$ cat config.mk
export PLATFORM = sky130hd
export DESIGN_NAME = ufm_page_req_ctrl
export DESIGN_NICKNAME = d
export VERILOG_FILES = /design/src/rtl/ufm_ctrl_pkg.sv /design/src/rtl/ufm_req_filter.sv /design/src/rtl/ufm_page_req_ctrl.sv
export SDC_FILE = /design/constraint.sdc
export NUM_CORES = 1
export LEC_CHECK = 0
export ABC_AREA = 1
export CAP_MARGIN = 25
export CORE_UTILIZATION = 52
export DETAILED_ROUTE_END_ITERATION = 10
export PLACE_DENSITY = 0.78
export SLEW_MARGIN = 20
export SYNTH_ARGS = -nofsm -noshare
export SYNTH_HDL_FRONTEND = slang
export SYNTH_HIERARCHICAL = 1
export SYNTH_SLANG_ARGS = --single-unit
$ cat constraint.sdc
create_clock -name sync_clk -period 2.1 [get_ports sync_clk]
set_clock_uncertainty 0.1 [all_clocks]
set_input_delay 0.21 -clock sync_clk [delete_from_list [all_inputs] [get_ports sync_clk]]
set_output_delay 0.21 -clock sync_clk [all_outputs]
set_load 0.03 [all_outputs]
$ cat src/rtl/ufm_ctrl_pkg.sv
// Shared constants and FSM state encoding for the UFM page request controller.
package ufm_ctrl_pkg;

    localparam int DEB_LEN_DEF = 3;
    localparam int TMO_MAX_DEF = 1000;

    typedef enum logic [2:0] {
        ST_IDLE      = 3'd0,
        ST_ISSUE     = 3'd1,
        ST_WAIT_DONE = 3'd2,
        ST_ACK       = 3'd3,
        ST_ERR       = 3'd4
    } ctrl_state_e;

endpackage

$ cat src/rtl/ufm_req_filter.sv
// Glitch filter for the synchronized request level: saturating debounce count
// plus a rising-edge detect on the filtered level.
module ufm_req_filter
    import ufm_ctrl_pkg::*;
#(
    parameter int DEB_LEN = DEB_LEN_DEF
) (
    input  logic sync_clk,
    input  logic sync_rst_n,
    input  logic clk_en_i,
    input  logic req_sync_i,
    output logic req_valid_o,
    output logic req_start_o
);

    localparam logic [3:0] DEB_MAX = 4'(DEB_LEN);

    logic [3:0] deb_cnt_q, deb_cnt_d;
    logic       req_valid_q;

    always_comb begin
        deb_cnt_d = 4'd0;
        if (req_sync_i)
            deb_cnt_d = (deb_cnt_q == DEB_MAX) ? deb_cnt_q : deb_cnt_q + 4'd1;
    end

    always_ff @(posedge sync_clk or negedge sync_rst_n) begin
        if (!sync_rst_n) begin
            deb_cnt_q   <= 4'd0;
            req_valid_q <= 1'b0;
        end else if (clk_en_i) begin
            deb_cnt_q   <= deb_cnt_d;
            req_valid_q <= req_valid_o;
        end
    end

    assign req_valid_o = (deb_cnt_q == DEB_MAX);
    assign req_start_o = req_valid_o & ~req_valid_q;

endmodule

$ cat src/rtl/ufm_page_req_ctrl.sv
// Turns each filtered request edge into one UFM page command, waits for
// completion or timeout, and returns a level ack/err handshake.
module ufm_page_req_ctrl
    import ufm_ctrl_pkg::*;
#(
    parameter int PAGE_W  = 8,
    parameter int DEB_LEN = DEB_LEN_DEF,
    parameter int TMO_W   = 10,
    parameter int TMO_MAX = TMO_MAX_DEF
) (
    input  logic              sync_clk,
    input  logic              sync_rst_n,
    input  logic              sync_clk_en,
    input  logic              req_sync,
    input  logic              req_wr,
    input  logic [PAGE_W-1:0] page_addr,
    input  logic              ufm_busy,
    input  logic              ufm_done,
    output logic              ufm_cmd_vld,
    output logic              ufm_cmd_wr,
    output logic [PAGE_W-1:0] ufm_page,
    output logic              req_ack,
    output logic              req_err,
    output logic              ctrl_busy
);

    localparam logic [TMO_W-1:0] TMO_LIM = TMO_W'(TMO_MAX);

    logic req_valid, req_start;

    ufm_req_filter #(.DEB_LEN(DEB_LEN)) u_filter (
        .sync_clk    (sync_clk),
        .sync_rst_n  (sync_rst_n),
        .clk_en_i    (sync_clk_en),
        .req_sync_i  (req_sync),
        .req_valid_o (req_valid),
        .req_start_o (req_start)
    );

    ctrl_state_e       state_q, state_d;
    logic [TMO_W-1:0]  timer_q, timer_d;
    logic              vld_q, vld_d, wr_q, wr_d, ack_q, ack_d, err_q, err_d;
    logic [PAGE_W-1:0] page_q, page_d;

    always_comb begin
        state_d = state_q;
        timer_d = timer_q;
        vld_d   = vld_q;
        wr_d    = wr_q;
        page_d  = page_q;
        ack_d   = ack_q;
        err_d   = err_q;
        case (state_q)
            ST_IDLE: if (req_start) begin
                page_d  = page_addr;
                wr_d    = req_wr;
                err_d   = 1'b0;
                timer_d = '0;
                state_d = ST_ISSUE;
            end
            ST_ISSUE: begin
                timer_d = timer_q + 1'b1;
                if (!ufm_busy) begin
                    vld_d   = 1'b1;
                    state_d = ST_WAIT_DONE;
                end else if (timer_d == TMO_LIM) begin
                    err_d   = 1'b1;
                    state_d = ST_ERR;
                end
            end
            ST_WAIT_DONE: begin
                vld_d   = 1'b0;
                timer_d = timer_q + 1'b1;
                if (ufm_done) begin
                    ack_d   = 1'b1;
                    state_d = ST_ACK;
                // >= also catches an issue on the very cycle the limit was hit
                end else if (timer_d >= TMO_LIM) begin
                    err_d   = 1'b1;
                    state_d = ST_ERR;
                end
            end
            ST_ACK: begin
                ack_d = 1'b1;
                if (!req_valid) begin
                    ack_d   = 1'b0;
                    state_d = ST_IDLE;
                end
            end
            ST_ERR: if (!req_valid) state_d = ST_IDLE;
            default: state_d = ST_IDLE;
        endcase
    end

    always_ff @(posedge sync_clk or negedge sync_rst_n) begin
        if (!sync_rst_n) begin
            state_q <= ST_IDLE;
            timer_q <= '0;
            vld_q   <= 1'b0;
            wr_q    <= 1'b0;
            page_q  <= '0;
            ack_q   <= 1'b0;
            err_q   <= 1'b0;
        end else if (sync_clk_en) begin
            state_q <= state_d;
            timer_q <= timer_d;
            vld_q   <= vld_d;
            wr_q    <= wr_d;
            page_q  <= page_d;
            ack_q   <= ack_d;
            err_q   <= err_d;
        end
    end

    assign ufm_cmd_vld = vld_q;
    assign ufm_cmd_wr  = wr_q;
    assign ufm_page    = page_q;
    assign req_ack     = ack_q;
    assign req_err     = err_q;
    assign ctrl_busy   = (state_q != ST_IDLE);

endmodule

==> insert_results.sql <==
INSERT INTO impl_metrics (metric_group, metric, value, unit) VALUES
('status', 'status', 'finished, final reports clean', ''),
('final_layout', 'layout.nets', '248', ''),
('detailed_routing', 'vias_per_cell', '5.14', ''),
('sta', 'actual_transition_at_the_worst_max_transition_pin', '0.383', 'ns'),
('critical_path', 'timing.critical_path.fanout_max', '5', ''),
('pwr', 'part_of_the_total_power_dissipated_in_combinational_logic', '46.7', '%'),
('grt', 'grt_antenna_before_repair', '0', ''),
('die', 'floorplan.die.height', '58.7', 'um'),
('critical_path', 'timing.critical_path.max_delay_family', 'simple AND/OR/NAND/NOR gates', ''),
('sta', 'finalSetupViolations', '0', ''),
('sta', 'drv_slew', '0', ''),
('detailed_routing', 'vias', '1414', ''),
('pwr', 'clock_power_share', '20.6', '%'),
('detailed_routing', 'detailedRoute.firstPassIterationCount', '4', ''),
('die', 'start_util', '54.7', '%'),
('job', 'cap_violations', '0', ''),
('final_layout', 'layout-drive-gt1-share', '18.2', '%'),
('critical_path', 'cp_num_buf_inv', '0', ''),
('die', 'core_area', '0.00305', 'mm2'),
('sta', 'fin_setup_tns', '0', 'ns'),
('min_path', 'hold_path.class', 'in -> async', ''),
('clock_network', 'ctsResizeCount', '0', ''),
('critical_path', 'timing.critical_path.mode_cell', 'sky130_fd_sc_hd__nand2_1', ''),
('grt', 'grt_overflow_total', '0', ''),
('sta', 'min_period', '1.87', 'ns'),
('pwr', 'p_int', '1.71', 'mW'),
('clock_network', 'clkSlewWorstSetupHoldPaths', '0.10', 'ns'),
('yosys', 'warning_count_from_the_yosys_run', '6', ''),
('pwr', 'irDropWorstVdd', '0.963', 'mV'),
('critical_path', 'critPathArrivalTime', '1.99', 'ns'),
('critical_path', 'slowest_stage', 'sky130_fd_sc_hd__dfrtp_1', ''),
('pwr', 'power.share.switching', '41.0', '%'),
('yosys', 'netlist_area', '0.00167', 'mm2'),
('clock_network', 'cts_buffers', '5', ''),
('pwr', 'power_density', '1370', 'mW/mm2'),
('yosys', 'ys_ff_latch', '30', ''),
('sta', 'max-slew-margin-rel', '74.5', '%'),
('yosys', 'yosys-top-cells-area', 'sky130_fd_sc_hd__dfrtp_1, sky130_fd_sc_hd__nand2_1, sky130_fd_sc_hd__mux2_2', ''),
('sta', 'final_hold_viol_count', '0', ''),
('sta', 'finalCritPeriodShare', '88.9', '%'),
('detailed_routing', 'drcViolationCount', '0', ''),
('place', 'port_buffers', '27', ''),
('critical_path', 'timing.critical_path.slowest_cell_delay', '0.43', 'ns'),
('grt', 'track_usage', '21.8', '%'),
('clock_network', 'clk-insertion-delay-late', '0.32', 'ns'),
('clock_network', 'cts_htree_levels', '2', ''),
('detailed_routing', 'drt_wl_total', '3310', 'um'),
('clock_network', 'cts_num_sinks', '30', ''),
('clock_network', 'cts_setup_buffers', '0', ''),
('pwr', 'pwr-share-seq', '32.7', '%'),
('yosys', 'synth_top_area_share', '45.0', '%'),
('critical_path', 'crit_path_start_kind', 'register', ''),
('detailed_routing', 'drt_first_iter_violations', '93', ''),
('grt', 'vias_in_the_first_global_route', '1330', ''),
('final_layout', 'area_growth', '26.8', '%'),
('final_layout', 'post_layout_nonfiller_instances', '275', ''),
('critical_path', 'worstPathCellList', 'ha_1, nand2_1, nor2_1, nand2_1, nand2_1, nand3_1, nor2_1, nand3_2, nand2_4, nand3_4, nand2_1, nand2_1', ''),
('clock_network', 'cts_tree', 'built', ''),
('yosys', 'post_synth_inst_count', '195', ''),
('die', 'dieArea', '0.00344', 'mm2'),
('clock_network', 'cts-hold-fix-buffers', '0', ''),
('critical_path', 'end_kind', 'register', ''),
('yosys', 'average_cell_area_after_synthesis', '8.56', 'um2'),
('yosys', 'yosysUniqueCellTypes', '26', ''),
('yosys', 'synth.yosys.seq_area_share', '45.0', '%'),
('grt', 'grt_first_pass_wirelength', '5520', 'um'),
('grt', 'grt_start_max_net_pins', '31', ''),
('clock_network', 'clk_root_buffer_cell', 'sky130_fd_sc_hd__clkbuf_4', ''),
('die', 'chipWidth', '58.7', 'um'),
('die', 'row_count', '20', ''),
('pwr', 'power.static_leakage', '1.00', 'nW');
## cell type report
class                           instances  area [um2]  share of cell area (%)
Clock buffer                            6        51.3                    2.42
Clock inverter                          2        60.1                    2.84
Inverter                               25        93.8                    4.44
Multi-Input combinational cell        140         825                    39.0
Sequential cell                        30         751                    35.5
Tap cell                               44        55.1                    2.60
Timing Repair Buffer                   28         280                    13.2
## path summary, 6_finish.rpt
| check | endpoint | from | slack [ns] | depth (start not counted) |
|---|---|---|---|---|
| setup / recovery | state_q[1] | timer_q[1] | 0.23 | 12 |
| hold / removal | ufm_page[7] | sync_rst_n | 0.16 | 2 |
| setup reg to reg | state_q[1] | timer_q[1] | 0.23 | 12 |
| hold reg to reg | req_err | req_err | 0.38 | 2 |
| max in group asynchronous | u_filter/deb_cnt_q[3] | sync_rst_n | 1.45 | 2 |
| min in group sync_clk | req_err | req_err | 0.38 | 2 |
## synthesized netlist by cell type
cell                        n
sky130_fd_sc_hd__a21oi_1    3
sky130_fd_sc_hd__a22o_1     2
sky130_fd_sc_hd__a32o_1     1
sky130_fd_sc_hd__dfrtp_1   30
sky130_fd_sc_hd__ha_1       3
sky130_fd_sc_hd__inv_1     23
sky130_fd_sc_hd__inv_2      2
sky130_fd_sc_hd__mux2_2     9
sky130_fd_sc_hd__nand2_1   47
sky130_fd_sc_hd__nand2_2    5
sky130_fd_sc_hd__nand2_4    2
sky130_fd_sc_hd__nand3_1   12
sky130_fd_sc_hd__nand3_2    4
sky130_fd_sc_hd__nand3_4    1
sky130_fd_sc_hd__nand4_1    6
sky130_fd_sc_hd__nand4_2    1
sky130_fd_sc_hd__nor2_1    14
sky130_fd_sc_hd__nor2_2     5
sky130_fd_sc_hd__nor2_4     2
sky130_fd_sc_hd__nor3_1     2
sky130_fd_sc_hd__nor3_2     1
sky130_fd_sc_hd__o21ai_0    6
sky130_fd_sc_hd__o21ai_1    7
sky130_fd_sc_hd__o21bai_2   1
sky130_fd_sc_hd__o22ai_1    4
sky130_fd_sc_hd__xor2_1     2
## cells by family (layout without fill, tap and decap cells)
group / after synthesis / count (layout) / synth area share [%]
flip-flops: 30 / 30 / 45.0
XOR/XNOR: 2 / 2 / 1.05
AO/OA/AOI/OAI: 24 / 24 / 8.62
AND/OR/NAND/NOR: 102 / 102 / 31.4
adder cells (fa/ha/maj): 3 / 3 / 2.25
buffers and inverters: 25 / 61 / 5.62
multiplexers: 9 / 9 / 6.07
## per-stage QoR
stage / utilization [%] / instance area (um2) / setup slack (ns) / hold slack, ns
CTS: 69.2 / 2110 / 0.0175 / 0.157
finish: 69.3 / 2120 / 0.233 / 0.162
detailed placement: 65.6 / 2000 / 0.179 / 0.362
global route: 69.3 / 2120 / 0.00715 / 0.184
floorplan: - / 1670 / 0.432 / -0.186
global placement: 65.6 / 2000 / 0.267 / 0.361
## worst register-to-register path, cell delays in order, from the launching register on
cell	delay [ns]
sky130_fd_sc_hd__dfrtp_1	0.43
sky130_fd_sc_hd__ha_1	0.25
sky130_fd_sc_hd__nand2_1	0.09
sky130_fd_sc_hd__nor2_1	0.15
sky130_fd_sc_hd__nand2_1	0.07
sky130_fd_sc_hd__nand2_1	0.08
sky130_fd_sc_hd__nand3_1	0.08
sky130_fd_sc_hd__nor2_1	0.12
sky130_fd_sc_hd__nand3_2	0.12
sky130_fd_sc_hd__nand2_4	0.11
sky130_fd_sc_hd__nand3_4	0.07
sky130_fd_sc_hd__nand2_1	0.07
sky130_fd_sc_hd__nand2_1	0.05
## state kept, by name (all words and copies together), names as in the netlist
name,flops
ufm_page,8
u_filter/req_valid_q,1
req_err,1
ufm_cmd_wr,1
u_filter/deb_cnt_q,4
ufm_cmd_vld,1
req_ack,1
state_q,3
timer_q,10
## power by group through the flow
stage / clock [mW] / sequential (mW) / combinational (mW)
floorplan: 0 / 1.14 / 0.733
global placement: 0 / 0.953 / 1.33
detailed placement: 0 / 0.961 / 1.37
CTS: 0.621 / 0.950 / 1.37
global route: 0.639 / 0.985 / 1.48
finish: 0.600 / 0.950 / 1.36
## placed cells by master, fill, tap and decap left out, drive strengths merged, types with 4 or more instances in the layout
master / n
clkbuf: 6
inv: 25
dfrtp: 30
mux2: 9
o22ai: 4
o21ai: 13
clkdlybuf4s50: 26
nand3: 17
nand2: 54
nor2: 21
nand4: 7
## per-layer routing
layer	track usage (%)	part of all wire (%)	vias to the layer above
li1	-	-	712
met1	26.4	43	663
met2	35.8	51	35
met3	5.71	4.5	4
met4	11.6	1.4	0
met5	0	0	-
Power figures use the tool's default switching activity.
